--- src/rtl/uart_crc_pkg.sv ---
// Shared types and constants for the UART CRC-8 sequencer and its engine.
package uart_crc_pkg;

   localparam int CRC_W = 8;
   localparam logic [CRC_W-1:0] CRC_POL_DEFAULT = 8'h07;

   typedef enum logic [2:0] {
      IDLE,
      INIT,
      WAIT_BYTE,
      SHIFT,
      DONE
   } crc_ctrl_state_t;

endpackage

--- src/rtl/uart_crc_gen.sv ---
// Bit-serial CRC engine: one message bit per enabled clock, MSB-first polynomial
// division with implicit x^8 term. Initialize has priority over enable.
module uart_crc_gen
   import uart_crc_pkg::*;
#(
   parameter logic [CRC_W-1:0] CRC_POL = CRC_POL_DEFAULT
) (
   input  logic             clk_i,
   input  logic             rst_i,
   input  logic             init_i,
   input  logic             en_i,
   input  logic             bit_i,
   output logic [CRC_W-1:0] crc_o
);

   logic [CRC_W-1:0] crc_q;
   logic [CRC_W-1:0] crc_d;

   // Next CRC value: clear on init, otherwise one division step when enabled.
   always_comb begin
      crc_d = crc_q;
      if (init_i) begin
         crc_d = '0;
      end else if (en_i) begin
         if (crc_q[CRC_W-1] ^ bit_i) begin
            crc_d = {crc_q[CRC_W-2:0], 1'b0} ^ CRC_POL;
         end else begin
            crc_d = {crc_q[CRC_W-2:0], 1'b0};
         end
      end
   end

   // CRC register with asynchronous reset.
   always_ff @(posedge clk_i or posedge rst_i) begin
      if (rst_i) begin
         crc_q <= '0;
      end else begin
         crc_q <= crc_d;
      end
   end

   assign crc_o = crc_q;

endmodule

--- src/rtl/uart_crc_ctrl.sv ---
// Byte-level sequencer feeding the bit-serial CRC-8 engine: accepts a frame of
// bytes over valid/ready, serialises each byte over 8 cycles and pulses
// crc_valid_o once the byte marked last has been absorbed.
module uart_crc_ctrl
   import uart_crc_pkg::*;
#(
   parameter logic [CRC_W-1:0] CRC_POL   = CRC_POL_DEFAULT,
   parameter bit               LSB_FIRST = 1'b0
) (
   input  logic             clk_i,
   input  logic             rst_i,
   input  logic             start_i,
   input  logic             abort_i,
   input  logic             byte_valid_i,
   input  logic [7:0]       byte_i,
   input  logic             last_i,
   output logic             byte_ready_o,
   output logic             busy_o,
   output logic             crc_valid_o,
   output logic [CRC_W-1:0] crc_o
);

   crc_ctrl_state_t state_q, state_d;
   logic [7:0]      shreg_q, shreg_d;
   logic [2:0]      cnt_q, cnt_d;
   logic            last_q, last_d;

   logic            eng_init;
   logic            eng_en;
   logic            eng_bit;

   // Moore-decoded outputs and engine controls.
   assign byte_ready_o = (state_q == WAIT_BYTE);
   assign busy_o       = (state_q != IDLE);
   assign crc_valid_o  = (state_q == DONE);
   assign eng_init     = (state_q == INIT);
   assign eng_en       = (state_q == SHIFT);
   assign eng_bit      = LSB_FIRST ? shreg_q[0] : shreg_q[7];

   // Next-state logic; abort overrides every other input.
   always_comb begin
      state_d = state_q;
      shreg_d = shreg_q;
      cnt_d   = cnt_q;
      last_d  = last_q;
      if (abort_i) begin
         state_d = IDLE;
      end else begin
         unique case (state_q)
            IDLE: begin
               if (start_i) state_d = INIT;
            end
            INIT: begin
               state_d = WAIT_BYTE;
            end
            WAIT_BYTE: begin
               if (byte_valid_i) begin
                  shreg_d = byte_i;
                  last_d  = last_i;
                  cnt_d   = 3'd7;
                  state_d = SHIFT;
               end
            end
            SHIFT: begin
               shreg_d = LSB_FIRST ? {1'b0, shreg_q[7:1]} : {shreg_q[6:0], 1'b0};
               cnt_d   = cnt_q - 3'd1;
               if (cnt_q == 3'd0) begin
                  state_d = last_q ? DONE : WAIT_BYTE;
               end
            end
            DONE: begin
               state_d = IDLE;
            end
            default: begin
               state_d = IDLE;
            end
         endcase
      end
   end

   // State, shift register, counter and last flag with asynchronous reset.
   always_ff @(posedge clk_i or posedge rst_i) begin
      if (rst_i) begin
         state_q <= IDLE;
         shreg_q <= '0;
         cnt_q   <= '0;
         last_q  <= 1'b0;
      end else begin
         state_q <= state_d;
         shreg_q <= shreg_d;
         cnt_q   <= cnt_d;
         last_q  <= last_d;
      end
   end

   uart_crc_gen #(
      .CRC_POL (CRC_POL)
   ) u_crc_gen (
      .clk_i  (clk_i),
      .rst_i  (rst_i),
      .init_i (eng_init),
      .en_i   (eng_en),
      .bit_i  (eng_bit),
      .crc_o  (crc_o)
   );

endmodule
--- config.mk ---
export PLATFORM = sky130hd
export DESIGN_NAME = uart_crc_ctrl
export DESIGN_NICKNAME = d
export VERILOG_FILES = /design/src/rtl/uart_crc_pkg.sv /design/src/rtl/uart_crc_gen.sv /design/src/rtl/uart_crc_ctrl.sv
export SDC_FILE = /design/constraint.sdc
export NUM_CORES = 1
export LEC_CHECK = 0
export ABC_AREA = 1
export ABC_CLOCK_PERIOD_IN_PS = 1800
export CORE_UTILIZATION = 50
export DETAILED_ROUTE_END_ITERATION = 7
export HOLD_SLACK_MARGIN = 0.1
export PLACE_DENSITY = 0.79
export SLEW_MARGIN = 25
export SYNTH_ARGS = -nofsm -noshare
export SYNTH_HDL_FRONTEND = slang
export SYNTH_HIERARCHICAL = 1
export SYNTH_SLANG_ARGS = --single-unit
--- constraint.sdc ---
create_clock -name clk_i -period 1.8 [get_ports clk_i]
set_clock_uncertainty 0.2 [all_clocks]
set_input_delay 0.36 -clock clk_i [delete_from_list [all_inputs] [get_ports clk_i]]
set_output_delay 0.36 -clock clk_i [all_outputs]
set_load 0.02 [all_outputs]
==> out/summary.txt <==
H-tree depth -> 1
CP top delay family -> flip-flops
RD Place Congestion -> 0.8700
Worst-Skew Late Latency -> 310 ps
Antenna cells -> 0
Synth Register Bits -> 23
DIE AREA -> 2704 um^2
PortBufs -> 24
Total GRT Usage -> 0.2143
Pin count of the biggest net entering global routing -> 16
Worst slew pin tran -> 390.0 ps
Hold Vio Cnt, Final -> 0
Status -> finished, final reports clean
# DRC -> 0
Hold_ws -> 114.1 ps
Worst setup SP type -> flip-flop
Final worst-path cycle share -> 0.9564
Setup TNS -> 0 ps
Vias per std cell -> 4.904
Post-route setup slack -> 78.41 ps
Unique masters post-synth -> 23
Worst hold path class -> in2async
Num rows -> 17
Crit path from -> state_q[0]$_DFFE_PP0P_
Most frequent cells in the layout -> 57 x nand2_1, 23 x inv_1, 22 x dfrtp_1, 21 x nand3_1, 13 x clkdlybuf4s50_1
Rel. slew slack -> 0.7393
Fmax -> 580.9 MHz
Core Area -> 2276 um^2
First-pass GRT wire length -> 4.312 mm
CP required -> 1240 ps
Post-DRT Antenna Nets -> 0
Vias -> 1128
Initial antenna violation count -> 0
Area share of the largest cell type after synthesis -> 0.4605
Synth warnings -> 6
# fillers -> 191
CTS buffer count -> 3
Vias in the first global route -> 1075
PwrDens -> 1300 nW/um^2
Area leader, netlist -> dfrtp_1
Routed wire length -> 2.515 mm
Initial cell density of the core -> 0.5492
Dpl hpwl -> 1.992 mm
Count of pins over their slew limit -> 0
Max-Cap Viols -> 0
Layout cell share with drive strength beyond 1 -> 0.1733
Gate Count Post-Synth -> 165
Register area share after synthesis -> 0.4605
Worst setup EP type -> primary output
Routed wire length per instance -> 10.93 um
Die H -> 52 um
Clk buf depth -> 2
Crit Path Class -> reg2out
# setup viols final -> 0
Crit path largest cell delay -> 460 ps
Synthesis-to-layout area growth -> 28.83%
CTS Sinks -> 23
CTS tree -> done
Initial DRC count -> 18
CP bufs+invs -> 2
Synth area leaders -> dfrtp_1 46%, nand2_1 17%, nand3_1 8.4%
Critical Path Fanout Max -> 3
Final nets -> 219
Worst VDD drop -> 798.5 uV
Syn_nets -> 181
Crit path arrival time -> 1160 ps
Crit-path slowest cell -> dfrtp_2
Hold Buf Count CTS -> 0
Period minus WS final -> 1722 ps
Leakage -> 0.9139 nW
Clk pin slew, worst setup/hold paths -> 130 ps
R2R Path Start -> state_q[0]$_DFFE_PP0P_
Core Util, Final -> 0.7075
DP Worst Slack -> 4.005 ps
Avg Inst Size Synth -> 7.575 um^2
Mapped Area -> 1250 um^2
Root Buffer -> clkbuf_4
I/O pins -> 25
Critical path cell sequence -> buf_12, nor2_4, buf_2
RSZ-0062 raised after global routing -> no
Most common cell after layout, fill and taps aside -> nand2_1
DR pass1 iterations -> 4
Die X-Extent -> 52 um
Total grt overflow -> 0
[where the power goes]
group	total (mW)	internal [mW]	switching (mW)
Sequential	0.837	0.699	0.138
Clock	0.237	0.0828	0.154
Combinational	1.02	0.421	0.598
[registers in the layout, summed over array words and instances (netlist names)]
name	cells
cnt_q	3
u_crc_gen/crc_o	8
last_q	1
state_q	3
shreg_q	8
[cell families (layout without fill, tap and decap cells)]
logic type / count (synthesis) / count (layout) / synth area share
buf+inv: 30 / 67 / 0.1001
fa+ha+maj: 2 / 2 / 0.02002
compound gates: 12 / 12 / 0.05805
flops: 23 / 23 / 0.4605
simple gates: 98 / 98 / 0.3614
[worst reg2reg max path: cells and delay by family (launching register included)]
kind | cells | cell delay [ps]
simple gates | 5 | 480
flops | 1 | 430
buf+inv | 4 | 490
[worst paths after layout]
path	end	slack [ps]	depth (start not counted)
worst min-delay path	u_crc_gen/crc_o[6]$_DFFE_PP0P_	110	2
worst max-delay path	byte_ready_o	80	3
worst max register to register	u_crc_gen/crc_o[2]$_DFFE_PP0P_	160	9
min in group clk_i	cnt_q[0]$_DFFE_PP0P_	290	1
worst min register to register	cnt_q[0]$_DFFE_PP0P_	290	1
max in group asynchronous	state_q[0]$_DFFE_PP0P_	1030	3
[cells in the mapped netlist]
cell type,instances
buf_2,1
a21oi_1,1
nor2_8,1
buf_4,1
dfrtp_1,23
nand2_2,3
nand2_1,57
o21ai_2,2
nand4_1,1
inv_2,4
nor2_4,1
nand2_4,2
o21ai_0,3
o21ai_1,2
nor3_1,2
inv_1,23
o22ai_1,4
nor2_2,1
nor2_1,8
nand3_1,21
nand3b_1,1
buf_6,1
ha_1,2
[metal layers]
layer  up-vias  GRT usage  part of all wire  routed length, um
met2        27     0.3910              0.50               1259
met3         2    0.02632             0.043                107
met4         0    0.07658            0.0052                 13
met1       509     0.2542              0.45               1134
li1        590          -                 -                  -
met5         -          0                 0                  0
[stage by stage]
step,power (mW),instances,cell area (um^2)
detailed placement,1.874,225,1584
CTS,2.078,229,1597
global placement,1.815,225,1584
global route,2.269,230,1610
floorplan,1.498,165,1250
finish,2.093,230,1610
[repair_timing]
action,in CTS,in global routing
resized for setup,22,1
endpoints found under the setup margin,11,1
buffers inserted,0,1
[layout make-up]
type / count / area (um^2) / share of cell area
sequential: 23 / 576.8 / 0.3582
multi-input combinational: 112 / 551.8 / 0.3427
timing repair buffer: 36 / 317.8 / 0.1974
inverter: 27 / 101.3 / 0.06294
tap: 28 / 35.03 / 0.02176
clock buffer: 3 / 22.52 / 0.01399
clock inverter: 1 / 5.005 / 0.003108
Note: power is estimated with default switching activity, not from simulation.
